`src/rtl/io_port_bridge.sv`:
```
// Bridge between the processor's inputPort/outputPort and two external valid/ready streams.
// Optional sticky error flags (out_overflow, in_underflow) are built when IO_PORT_ERR_FLAGS_EN is defined.
module io_port_bridge #(
    parameter int WIDTH = 16,
    parameter int DEPTH = 4,
    localparam int CW = $clog2(DEPTH) + 1
) (
    input  logic             clk,
    input  logic             reset,
    input  logic [WIDTH-1:0] proc_out_data,
    input  logic             proc_out_we,
    output logic [WIDTH-1:0] proc_in_data,
    input  logic             proc_in_re,
    output logic             proc_stall,
    input  logic [WIDTH-1:0] ext_in_data,
    input  logic             ext_in_valid,
    output logic             ext_in_ready,
    output logic [WIDTH-1:0] ext_out_data,
    output logic             ext_out_valid,
    input  logic             ext_out_ready,
    output logic [CW-1:0]    in_count,
    output logic [CW-1:0]    out_count
`ifdef IO_PORT_ERR_FLAGS_EN
    ,
    output logic             out_overflow,
    output logic             in_underflow
`endif
);

    localparam int PW = (DEPTH > 1) ? $clog2(DEPTH) : 1;

    logic [WIDTH-1:0] in_mem  [DEPTH];
    logic [WIDTH-1:0] out_mem [DEPTH];

    logic [PW-1:0] in_wr_ptr_reg, in_rd_ptr_reg;
    logic [PW-1:0] out_wr_ptr_reg, out_rd_ptr_reg;
    logic [CW-1:0] in_count_reg, in_count_next;
    logic [CW-1:0] out_count_reg, out_count_next;
    logic          ready_en_reg;

    logic in_full, in_empty, out_full, out_empty;
    logic in_push, in_pop, out_push, out_pop;

    assign in_full   = (in_count_reg == CW'(DEPTH));
    assign in_empty  = (in_count_reg == '0);
    assign out_full  = (out_count_reg == CW'(DEPTH));
    assign out_empty = (out_count_reg == '0);

    // ready_en_reg keeps the producer side closed until the first edge after reset release
    assign ext_in_ready  = ready_en_reg && !in_full;
    assign ext_out_valid = !out_empty;

    assign in_push  = ext_in_valid && ext_in_ready;
    assign in_pop   = proc_in_re && !in_empty;
    assign out_push = proc_out_we && !out_full;
    assign out_pop  = ext_out_valid && ext_out_ready;

    assign proc_in_data = in_empty  ? '0 : in_mem[in_rd_ptr_reg];
    assign ext_out_data = out_empty ? '0 : out_mem[out_rd_ptr_reg];
    assign proc_stall   = (proc_in_re && in_empty) || (proc_out_we && out_full);

    assign in_count  = in_count_reg;
    assign out_count = out_count_reg;

    always_comb begin
        in_count_next = in_count_reg;
        case ({in_push, in_pop})
            2'b10:   in_count_next = in_count_reg + CW'(1);
            2'b01:   in_count_next = in_count_reg - CW'(1);
            default: in_count_next = in_count_reg;
        endcase
    end

    always_comb begin
        out_count_next = out_count_reg;
        case ({out_push, out_pop})
            2'b10:   out_count_next = out_count_reg + CW'(1);
            2'b01:   out_count_next = out_count_reg - CW'(1);
            default: out_count_next = out_count_reg;
        endcase
    end

    always_ff @(posedge clk or negedge reset) begin
        if (!reset) begin
            ready_en_reg   <= 1'b0;
            in_wr_ptr_reg  <= '0;
            in_rd_ptr_reg  <= '0;
            in_count_reg   <= '0;
            out_wr_ptr_reg <= '0;
            out_rd_ptr_reg <= '0;
            out_count_reg  <= '0;
        end else begin
            ready_en_reg  <= 1'b1;
            in_count_reg  <= in_count_next;
            out_count_reg <= out_count_next;
            if (in_push)  in_wr_ptr_reg  <= in_wr_ptr_reg + PW'(1);
            if (in_pop)   in_rd_ptr_reg  <= in_rd_ptr_reg + PW'(1);
            if (out_push) out_wr_ptr_reg <= out_wr_ptr_reg + PW'(1);
            if (out_pop)  out_rd_ptr_reg <= out_rd_ptr_reg + PW'(1);
        end
    end

    // Storage is not reset; a push never targets the head slot unless the FIFO is empty.
    always_ff @(posedge clk) begin
        if (reset && in_push)  in_mem[in_wr_ptr_reg]   <= ext_in_data;
        if (reset && out_push) out_mem[out_wr_ptr_reg] <= proc_out_data;
    end

`ifdef IO_PORT_ERR_FLAGS_EN
    logic out_overflow_reg, in_underflow_reg;

    always_ff @(posedge clk or negedge reset) begin
        if (!reset) begin
            out_overflow_reg <= 1'b0;
            in_underflow_reg <= 1'b0;
        end else begin
            out_overflow_reg <= out_overflow_reg | (proc_out_we && out_full);
            in_underflow_reg <= in_underflow_reg | (proc_in_re && in_empty);
        end
    end

    assign out_overflow = out_overflow_reg;
    assign in_underflow = in_underflow_reg;
`endif

endmodule

```
`config.mk`:
```
export PLATFORM = sky130hd
export DESIGN_NAME = io_port_bridge
export DESIGN_NICKNAME = d
export VERILOG_FILES = /design/src/rtl/io_port_bridge.sv
export SDC_FILE = /design/constraint.sdc
export NUM_CORES = 1
export LEC_CHECK = 0
export ABC_CLOCK_PERIOD_IN_PS = 4250
export CAP_MARGIN = 20
export CORE_MARGIN = 5
export CORE_UTILIZATION = 41
export CTS_CLUSTER_DIAMETER = 50
export DETAILED_ROUTE_END_ITERATION = 10
export PLACE_DENSITY = 0.71
export SLEW_MARGIN = 25
export SYNTH_ARGS = -nofsm -noshare
export SYNTH_HDL_FRONTEND = slang
export SYNTH_SLANG_ARGS = --single-unit
```
`constraint.sdc`:
```
create_clock -name clk -period 4.25 [get_ports clk]
set_input_delay 0.85 -clock clk [delete_from_list [all_inputs] [get_ports clk]]
set_output_delay 0.85 -clock clk [all_outputs]
set_load 0.01 [all_outputs]
```
# Word-level counts from Yosys, hierarchy flattened
# Memories as Yosys holds them, arrays and structs flattened.
# Index checks and enable logic that the tools add are counted.
classes:
  n_addsub: 8
  multipliers: 0
  div: 0
  magnitude_cmp: 0
  n_eq_ne: 6
  n_shift: 0
  muxes: 8
  bitwise: 0
  n_reduce_logical: 18
op_table:
  columns: ["cell", "n"]
  rows:
  - ["two-way mux 16 bit", 2]
  - ["one-hot mux 3 bit (2 select lines)", 2]
  - ["logical AND 1 bit", 9]
  - ["adder 2 x 1 -> 2 bit, second input constant", 4]
  - ["adder 3 x 1 -> 3 bit, second input constant", 2]
  - ["equality test 3 bit, second input constant", 2]
  - ["zero test 3 bit", 2]
  - ["subtractor 3 x 1 -> 3 bit, second input constant", 2]
  - ["equality test 2 x 1 -> 1 bit, second input constant", 2]
  - ["equality test 2 bit, second input constant", 2]
  - ["zero test 1 bit", 4]
  - ["two-way mux 1 bit", 4]
  - ["nonzero test 2 bit", 2]
  - ["logical OR 1 bit", 1]
word_totals:
  reg_bits: 15
  latch_bits: 0
  ram_bits: 128
  rom_bits: 0
  inputBits: 38
  out_inout_bits: 41
  elab_cells: 49
  memories: 2
memory_table:
  columns: ["name", "words", "width", "rd", "rd_ports_with_merged_regs", "wr", "line", "source"]
  rows:
  - ["in_mem", 4, 16, 1, 0, 1, "32", "logic [WIDTH-1:0] in_mem [DEPTH];"]
  - ["out_mem", 4, 16, 1, 0, 1, "33", "logic [WIDTH-1:0] out_mem [DEPTH];"]

# Logic depth before layout (Yosys ltp)
logic_depth:
  depth_word: 7
  depth_mapped: 9
  mapped_depth_nobuf: 9

# Worst setup path before layout
# Ideal clock, no wire load.
synth_path:
  path_type: "register to output"
  from: "register out_count_reg[2] (netlist: out_count[2])"
  to: "output ext_out_data[10]"
  t_arrival_ps: 1323
  required_ps: 3400
  path_slack_ps: 2077
  stages_incl_launch_ff: 5
  path_buffers: 2
  path_cell_list: "dfrtp_1 > or3_1 > buf_2 > clkbuf_1 > and2_1"
synth_between:
  elab_chain_len: 2
synth_lines:
  columns: ["element", "line", "source"]
  rows:
  - ["start, declared", "38", "logic [CW-1:0] out_count_reg, out_count_next;"]
  - ["start signal, assigned", "95", "out_count_reg <= out_count_next;"]
  - ["zero test 3 bit", "47", "assign out_empty = (out_count_reg == '0);"]
  - ["two-way mux 16 bit", "59", "assign ext_out_data = out_empty ? '0 : out_mem[out_rd_ptr_reg];"]
  - ["end, declared", "18", "output logic [WIDTH-1:0] ext_out_data,"]
# No other way between the ends.

# Worst setup path after layout
layout_path:
  from: "register out_rd_ptr_reg[0]"
  to: "output ext_out_data[3]"
layout_between:
  elab_chain_len: 2
layout_lines:
  columns: ["element", "line", "source"]
  rows:
  - ["start, declared", "36", "logic [PW-1:0] out_wr_ptr_reg, out_rd_ptr_reg;"]
  - ["start signal, assigned", "99", "if (out_pop) out_rd_ptr_reg <= out_rd_ptr_reg + PW'(1);"]
  - ["memory (4 x 16 bit)", null, null]
  - ["two-way mux 16 bit", "59", null]
# No other way between the ends.

==> out/qor.yml <==
status: "finished, final reports clean"
path_class: "reg2out"
place.gp.congestion: 0.702
hold_violations: 0
grt_use_total_pct: 12.9
viasPerCell: 4.90
hold_start: "out_count[0]"
fin_crit_sh_pct: 82.0
crit_arrival_ns: 2.63
synth_enable_flop_cells: 128
final_common_cell: "edfxtp_1"
utilization_pct: 52.8
period_minus_slack_ns: 3.48
synth_cell_types: 29
hold_ws_ns: 0.548
placed_cells: 533
worst_r2r_endpoint: "in_count[2]"
nNetsFinal: 422
synth-seq-cells: 143
vias: 2766
hold_path.class: "reg2reg"
ir_drop_mv: 0.422
synthArstFlopShare_pct: 10.5
start_util_pct: 41.7
drive_gt1_share_pct: 13.5
syn_area_per_cell_um2: 20.4
diodes: 0
finalMaxSlewViolations: 0
cts_tree: "built"
required_ns: 3.40
cp_max_fo: 10
hold_depth: 1
netlist_area_um2: 5770
skew_ns: 0.00689
syn_nets: 333
clock_path_buffers: 2
grt_pass1_vias: 2894
cts_setup_buffers: 0
rr_startpoint: "in_count[2]"
netlist_instances: 283
tightestPinTransition_ns: 0.868
reg_top3: "in_mem x64, out_mem x64"
drtIter0Drc: 189
routed_wl_um: 9960
ant_nets: 0
drc: 0
yosys_warnings: 0
drt-pass1-iter-count: 4
ctsRootBufferMaster: "clkbuf_16"
fp.dieH_um: 129
totalNegativeSetupSlack_ns: 0
fp.dieW_um: 129
io_pins: 79
slew_headroom_pct: 42.1
ctsHoldBuffers: 0
ys_seq_area_share_pct: 73.1
r2r_slack_ns: 1.84
instances_no_fill: 564
drv_cap: 0
dpl_cell_area_um2: 6710
hpwl_um: 6610
overflow: 0
rows: 43
finalSetupViolCount: 0
cts_resized: 0
pwr_density_cell_nw_per_um2: 679
antenna_found_initial: 0
min_to: "out_count[0]"
core-area_um2: 13800
clkLatencyLatePin_ns: 0.41
leakagePower_nw: 2.55
final_area_um2: 7300
start_kind: "flop"
wl_per_cell_um: 17.7
die_area_um2: 16500
synth_flop_cell: "edfxtp_1"
grt_start_max_net_pins: 20
cts_num_sinks: 143
grt_pass1_wl_um: 15600
max_freq_mhz: 287
layout_common_cells: "edfxtp_1 (128), clkdlybuf4s50_1 (78), mux4_2 (24)"
numCtsBuffers: 17
h-tree-depth: 4
clkTransAtPathRegs_ns: 0.05
rr_worst_depth: 8
rsz0062_at_grt: "false"
portBuffers: 78
syn_to_final_growth_pct: 26.5
endpoint_kind: "primary output"
[routing by layer]
layer / share of wire, % / track usage [%] / vias to the layer above
met5: 0 / 0 / -
met4: 0.82 / 3.64 / 0
met3: 6.8 / 6.31 / 10
met2: 51 / 20.5 / 78
met1: 41 / 15.7 / 1396
li1: - / - / 1282
[area by class of cell]
cell class / instances / area, µm²
Fill cell: 1076 / 6530
Sequential cell: 143 / 4220
Timing Repair Buffer: 81 / 803
Multi-Input combinational cell: 117 / 1420
Inverter: 12 / 45.0
Clock inverter: 10 / 144
Clock buffer: 21 / 440
Tap cell: 180 / 225
[worst max-delay path by stage]
stage / slack, ns / cells after the start / startpoint / endpoint
2_1_floorplan: 2.08 / 4 / out_count[2] / ext_out_data[10]
5_1_grt: 0.60 / 4 / out_rd_ptr_reg[0] / ext_out_data[3]
6_report: 0.77 / 4 / out_rd_ptr_reg[0] / ext_out_data[3]
4_1_cts: 0.67 / 4 / out_rd_ptr_reg[0] / ext_out_data[3]
3_5_place_dp: 1.12 / 4 / out_rd_ptr_reg[0] / ext_out_data[3]
3_3_place_gp: 1.19 / 4 / out_rd_ptr_reg[0] / ext_out_data[4]
[metrics by stage]
stage	power, W	setup slack [ns]
6_report	0.00496	0.766
5_1_grt	0.00524	0.595
4_1_cts	0.00504	0.674
3_5_place_dp	0.00358	1.12
3_3_place_gp	0.00354	1.19
2_1_floorplan	0.00285	2.08
[cell usage after synthesis (2+ instances only)]
cell type,count,area [µm²]
mux4_2,24,541
mux2i_1,2,20.0
buf_2,5,25.0
and2b_1,4,30.0
fa_1,2,40.0
buf_6,3,33.8
and3_1,8,50.1
edfxtp_1,128,3840
xor2_1,7,61.3
mux4_1,8,210
nand2_1,2,7.51
dfrtp_1,15,375
nor2b_1,13,81.3
and2_1,17,106
xnor2_1,5,43.8
clkbuf_1,2,7.51
mux2_2,2,22.5
inv_1,12,45.0
nor2_1,5,18.8
ha_1,10,125
[power breakdown]
| group | switching, W | internal (W) | total (W) |
|---|---|---|---|
| sequential | 0.000180 | 0.00172 | 0.00189 |
| combinational | 0.000657 | 0.000954 | 0.00161 |
| clock | 0.000485 | 0.000966 | 0.00145 |
| total | 0.00132 | 0.00364 | 0.00496 |
[worst max-delay path, stage by stage (launching register included)]
cell and delay [ns]:
dfrtp_1 0.69, buf_4 0.30, mux4_1 0.58, and2_1 0.18, clkdlybuf4s50_1 0.47
[cell families (layout without fill, tap and decap cells)]
family	count (synthesis)	count (layout)	synth area share (%)
flops	143	143	73.1
simple gates	52	52	5.57
mux	36	36	13.7
buf+inv	23	124	2.28
fa+ha+maj	12	12	2.86
xor+xnor	12	12	1.82
compound gates	4	4	0.521
other cells	1	1	0.0650
Note: power is estimated with default switching activity, not from simulation.
